==> config.mk <==
export PLATFORM = sky130hd
export DESIGN_NAME = out_channel_buffer
export DESIGN_NICKNAME = d
export VERILOG_FILES = /design/src/rtl/out_channel_buffer.sv
export SDC_FILE = /design/constraint.sdc
export NUM_CORES = 2
export LEC_CHECK = 0
export ABC_AREA = 1
export CAP_MARGIN = 30
export CORE_MARGIN = 2
export CORE_UTILIZATION = 35
export DETAILED_ROUTE_END_ITERATION = 8
export PLACE_DENSITY_LB_ADDON = 0.1
export SLEW_MARGIN = 0
export SYNTH_ARGS = -nofsm -noshare
export SYNTH_HDL_FRONTEND = slang
export SYNTH_SLANG_ARGS = --single-unit
==> constraint.sdc <==
create_clock -name clock_i -period 3.1 [get_ports clock_i]
set_input_delay 0.465 -clock clock_i [delete_from_list [all_inputs] [get_ports clock_i]]
set_output_delay 0.465 -clock clock_i [all_outputs]
set_load 0.1 [all_outputs]
==> src/rtl/out_channel_buffer.sv <==
// rtl/out_channel_buffer.sv - out channel word buffer with program-completion tracking
//
// Captures each word the program executor emits, buffers up to NOut words in a
// circular array, and drains them oldest-first over a valid/ready stream.
// Once the executor reports finished and the buffer has drained, done is raised
// and held until reset.
//
// Optional build macro: OUT_CHANNEL_WRAP_EN
//   defined   - a put into a full buffer (no pop) overwrites the oldest word
//   undefined - a put into a full buffer (no pop) is dropped
//   Both cases set overflow_o (sticky).
//
// Ports:
//   clock_i       single clock, posedge
//   reset_i       synchronous, active-high; wins over all inputs
//   put_i         executor writes put_data_i this cycle
//   put_data_i    word written by the out instruction
//   finished_i    executor program finished (level)
//   out_valid_o   out_data_o holds the oldest buffered word
//   out_data_o    head word, registered, stable while stalled
//   out_ready_i   consumer accepts head when out_valid_o && out_ready_i
//   count_o       words currently buffered, 0..NOut
//   full_o        count_o == NOut
//   overflow_o    sticky: a put hit a full buffer
//   late_write_o  sticky: a put arrived after finished was seen
//   done_o        finished seen and buffer drained
module out_channel_buffer #(
  parameter int MemoryElementWidth = 12,
  parameter int NOut               = 100,
  localparam int CW                = $clog2(NOut + 1)
) (
  input  logic                          clock_i,
  input  logic                          reset_i,
  input  logic                          put_i,
  input  logic [MemoryElementWidth-1:0] put_data_i,
  input  logic                          finished_i,
  output logic                          out_valid_o,
  output logic [MemoryElementWidth-1:0] out_data_o,
  input  logic                          out_ready_i,
  output logic [CW-1:0]                 count_o,
  output logic                          full_o,
  output logic                          overflow_o,
  output logic                          late_write_o,
  output logic                          done_o
);

  localparam int PW = $clog2(NOut);

  typedef enum logic [1:0] {RUN, FLUSH, DONE} state_t;

  state_t                        state_q, state_d;
  logic [MemoryElementWidth-1:0] mem_q [NOut];
  logic [PW-1:0]                 rd_ptr_q, rd_ptr_d;
  logic [PW-1:0]                 wr_ptr_q, wr_ptr_d;
  logic [CW-1:0]                 count_q, count_d;
  logic                          out_valid_q, out_valid_d;
  logic [MemoryElementWidth-1:0] out_data_q, out_data_d;
  logic                          overflow_q, overflow_d;
  logic                          late_write_q, late_write_d;

  logic pop;
  logic full;
  logic put_ok;
  logic write;
  logic advance;

  // Pointers wrap at NOut, which need not be a power of two.
  function automatic logic [PW-1:0] ptr_inc(input logic [PW-1:0] p);
    return (p == PW'(NOut - 1)) ? '0 : p + 1'b1;
  endfunction

  always_comb begin
    pop        = out_valid_q && out_ready_i;
    full       = (count_q == CW'(NOut));
    put_ok     = put_i && (state_q == RUN);
    write      = 1'b0;
    advance    = pop;
    overflow_d = overflow_q;

    if (put_ok) begin
      if (full && !pop) begin
`ifdef OUT_CHANNEL_WRAP_EN
        // Overwrite the oldest word: the head moves on with the tail.
        write   = 1'b1;
        advance = 1'b1;
`endif
        overflow_d = 1'b1;
      end else begin
        write = 1'b1;
      end
    end

    count_d = count_q;
    if (write && !advance) begin
      count_d = count_q + 1'b1;
    end else if (!write && advance) begin
      count_d = count_q - 1'b1;
    end

    rd_ptr_d = advance ? ptr_inc(rd_ptr_q) : rd_ptr_q;
    wr_ptr_d = write   ? ptr_inc(wr_ptr_q) : wr_ptr_q;

    // The output register only presents words already in the array before
    // this edge; a word written this edge becomes visible one edge later.
    out_valid_d = advance ? (count_q > CW'(1)) : (count_q != '0);
    out_data_d  = out_valid_d ? mem_q[rd_ptr_d] : out_data_q;

    late_write_d = late_write_q | (put_i && (state_q != RUN));
  end

  always_comb begin
    state_d = state_q;
    case (state_q)
      RUN:     if (finished_i) state_d = FLUSH;
      FLUSH:   if (count_q == '0) state_d = DONE;
      DONE:    state_d = DONE;
      default: state_d = RUN;
    endcase
  end

  always_ff @(posedge clock_i) begin
    if (reset_i) begin
      state_q      <= RUN;
      rd_ptr_q     <= '0;
      wr_ptr_q     <= '0;
      count_q      <= '0;
      out_valid_q  <= 1'b0;
      out_data_q   <= '0;
      overflow_q   <= 1'b0;
      late_write_q <= 1'b0;
    end else begin
      state_q      <= state_d;
      rd_ptr_q     <= rd_ptr_d;
      wr_ptr_q     <= wr_ptr_d;
      count_q      <= count_d;
      out_valid_q  <= out_valid_d;
      out_data_q   <= out_data_d;
      overflow_q   <= overflow_d;
      late_write_q <= late_write_d;
    end
  end

  // Array contents need no reset; the pointers and count define what is live.
  always_ff @(posedge clock_i) begin
    if (write) begin
      mem_q[wr_ptr_q] <= put_data_i;
    end
  end

  assign out_valid_o  = out_valid_q;
  assign out_data_o   = out_data_q;
  assign count_o      = count_q;
  assign full_o       = full;
  assign overflow_o   = overflow_q;
  assign late_write_o = late_write_q;
  assign done_o       = (state_q == DONE);

endmodule
==> impl_metrics.py <==
metrics = {
    "clock_tree": {
        "cts_tree": "yes",
        "clk_pin_slew_ps": 60,
        "cts_buffers": 145,
        "root_buffer": "clkbuf_16",
        "htreeDepth": 4,
        "cts_buffer_depth": 3,
        "clock_sinks": 1238,
        "clk_latency_ps": 790,
    },
    "min_path": {
        "hold_path.class": "in -> reg",
    },
    "cells_and_area": {
        "fillers": 14600,
        "seqCellArea_um2": 36800,
        "antenna_cells": 0,
        "multiInputGateArea_um2": 13500,
        "fin_nets": 5363,
        "layout-drive-gt1-share": 0.137,
        "area_delta_synth_final_pct": 21.8,
    },
    "worst_setup_path": {
        "required_ps": 3810,
        "critPathMaxFanout": 14,
        "end_kind": "register",
        "worst-setup-path-type": "reg -> reg",
        "crit_arrival_ps": 3710,
        "startpoint_type": "register",
    },
    "synth": {
        "async_reset_ff_frac": 0,
        "netlist.area_leader.share": 0.668,
        "avgSynthCellArea_um2": 10.7,
        "synth_area_leader_cell": "edfxtp_1",
        "synth_fa_ha_area_frac": 0.00232,
        "synth_edf_count": 1200,
        "syn_area_um2": 53900,
        "synth_compound_area_frac": 0.0138,
        "netlist_instances": 5020,
        "netlist_top_cells_area": "edfxtp_1, nand3_1, nand2_1",
        "yosys.area_share.simple": 0.227,
        "synth_top_family_by_area": "simple AND/OR/NAND/NOR gates",
        "ys_warn_count": 0,
        "synth-seq-cells": 1238,
        "ys_types": 31,
        "synth_nets": 5047,
        "yosysMostFrequentCell": "edfxtp_1",
        "synth_common_cells": "edfxtp_1, nand3_1, nand2_1",
        "seq_area_frac_synth": 0.683,
        "synth_xor_area_frac": 0.000325,
        "synth_ff_type": "edfxtp_1",
        "muxShareOfSynthArea": 0,
    },
    "global_routing": {
        "grt.overflow.total": 0,
        "antenna_found_initial": 3,
        "globalRouteTotalUtil": 0.223,
        "grt_pass1_vias": 36600,
        "grt_max_degree": 101,
        "grt_pass1_wl_mm": 257,
    },
    "route": {
        "vias": 37600,
        "drt_iter0_markers": 3200,
        "first_pass_iters": 8,
        "drt-vias-per-instance": 5.01,
        "routed_wl_mm": 176,
        "antenna_left": 0,
        "drc": 0,
        "wire_per_inst_um": 23.5,
    },
    "timing": {
        "fin_skew_ps": 37.7,
        "rsz0062_at_grt": "true",
        "post-route-period-util": 0.967,
        "finalSetupViolCount": 0,
        "totalNegativeSetupSlack_ps": 0,
        "setup_slack_ps": 101,
        "slew_viol_final": 0,
        "relSlewSlack": 0.427,
        "hold_violations": 0,
        "max_freq_mhz": 333,
        "fin_crit_ps": 3000,
        "tightest_slew_ps": 860,
    },
    "placed_design": {
        "dp_hpwl_mm": 112,
        "pre_cts_ws_ps": -701,
        "portBuffers": 40,
        "gp_congestion": 0.862,
    },
    "die": {
        "rows": 144,
        "dieArea_um2": 157000,
        "die_h_um": 396,
        "core_area_um2": 154000,
        "pin_count": 41,
        "start_util": 0.351,
        "die_w_um": 396,
    },
    "power_and_ir_drop": {
        "peakVddDrop_mv": 0.679,
        "p_leak_nw": 25.9,
        "powerDensity_nw_per_um2": 733,
    },
    "outcome": {
        "status": "finished clean",
    },
    "flow_run": {
        "maxCapViolCount": 0,
    },
}
==> worst paths after layout <==
check | from | endpoint | cells past startpoint | slack, ps
worst max-delay path | out_valid_o | out_data_o[8] | 18 | 100
worst min-delay path | put_data_i[7] | mem_q[28][7] | 1 | 80
worst max register to register | out_valid_o | out_data_o[8] | 18 | 100
worst min register to register | late_write_o | late_write_o | 2 | 480
==> where the power goes <==
group	switching [mW]	total (mW)	internal, mW
sequential	0.212	18.8	18.6
clock	6.99	17.0	10.0
combinational	8.35	12.3	3.95
total	15.5	48.1	32.6
==> area by class of cell <==
cell class / count / area share
Clock buffer: 195 / 0.0612
Clock inverter: 73 / 0.0106
Inverter: 692 / 0.0401
Multi-Input combinational cell: 2780 / 0.205
Sequential cell: 1238 / 0.561
Tap cell: 2044 / 0.0390
Timing Repair Buffer: 479 / 0.0830
==> stage by stage <==
| step | total power [mW] | area, um^2 | std cells | hold WS [ps] | utilization |
|---|---|---|---|---|---|
| after detailed placement | 31.2 | 60500 | 7226 | 470 | 0.394 |
| final | 48.1 | 65700 | 7501 | 80.2 | 0.428 |
| after global placement | 31.2 | 60500 | 7226 | 464 | 0.394 |
| after global routing | 50.2 | 65700 | 7501 | 50.6 | 0.428 |
| after CTS | 48.3 | 65300 | 7497 | 23.7 | 0.425 |
| after floorplan | 25.7 | 54000 | 5020 | 474 | - |
==> cells by family (layout without fill, tap and decap cells) <==
group | after synthesis | count (layout)
fa+ha+maj | 10 | 10
simple gates | 2632 | 2632
flops | 1238 | 1238
xor+xnor | 2 | 2
buf+inv | 1002 | 1439
compound gates | 136 | 136
==> what timing repair did <==
item | CTS | global route
cloned | 1 | 3
resized for setup | 22 | 49
hold endpoints to repair | 1 | 0
setup buffers | 1 | 2
setup endpoints to repair | 12 | 12
hold buffers | 1 | 0
pin swaps | 1 | 3
==> flip-flops by register name, indices dropped and copies added (netlist names) <==
name / cells
out_data_o: 12
overflow_o: 1
rd_ptr_q: 7
count_o: 7
out_valid_o: 1
late_write_o: 1
state_q: 2
wr_ptr_q: 7
mem_q: 1200
==> layer usage <==
| metal | track usage | part of all wire | vias to the layer above |
|---|---|---|---|
| met2 | 0.355 | 0.46 | 1015 |
| met5 | 0 | 0 | - |
| li1 | - | - | 17700 |
| met4 | 0.0519 | 0.020 | 0 |
| met1 | 0.317 | 0.46 | 18700 |
| met3 | 0.0383 | 0.055 | 219 |
==> critical path, stage by stage (launching register included) <==
cell and delay [ps]:
dfxtp_2 410, nand2_2 90, buf_4 140, inv_1 100, nand2_1 60, nand2_1 150, nand2_8 150, buf_16 210
buf_16 180, buf_4 170, nor2_1 90, o21ai_0 80, nand3_1 120, nand3_1 190, nand3_1 200, nand3_2 200
nand3_1 140, nand2_1 60, a21oi_1 130
==> placed cells by master (no fill, tap or decap), types with 4 or more instances in the layout <==
master / synthesis / layout
edfxtp_1: 1200 / 1200
nand3_1: 1090 / 1053
nand2_1: 957 / 956
inv_1: 685 / 681
buf_4: 11 / 328
nor2_1: 305 / 304
nand3b_1: 253 / 253
clkbuf_16: 0 / 155
buf_12: 0 / 125
o21ai_0: 53 / 52
a21oi_1: 53 / 49
clkbuf_1: 138 / 38
clkinv_1: 0 / 34
nand3_2: 0 / 33
dfxtp_1: 38 / 30
clkinv_2: 0 / 16
o211ai_1: 13 / 13
o22ai_1: 12 / 12
bufinv_16: 0 / 11
nand4_1: 9 / 9
ha_1: 10 / 9
buf_6: 4 / 8
buf_16: 0 / 8
inv_2: 7 / 5
nor3_1: 10 / 5
clkbuf_8: 0 / 5
dfxtp_4: 0 / 5
nor3_2: 0 / 4
inv_8: 0 / 4
nand3_4: 0 / 4
a21oi_4: 0 / 4
clkdlybuf4s50_1: 0 / 4
No activity file was read; power rests on OpenSTA's default activity.
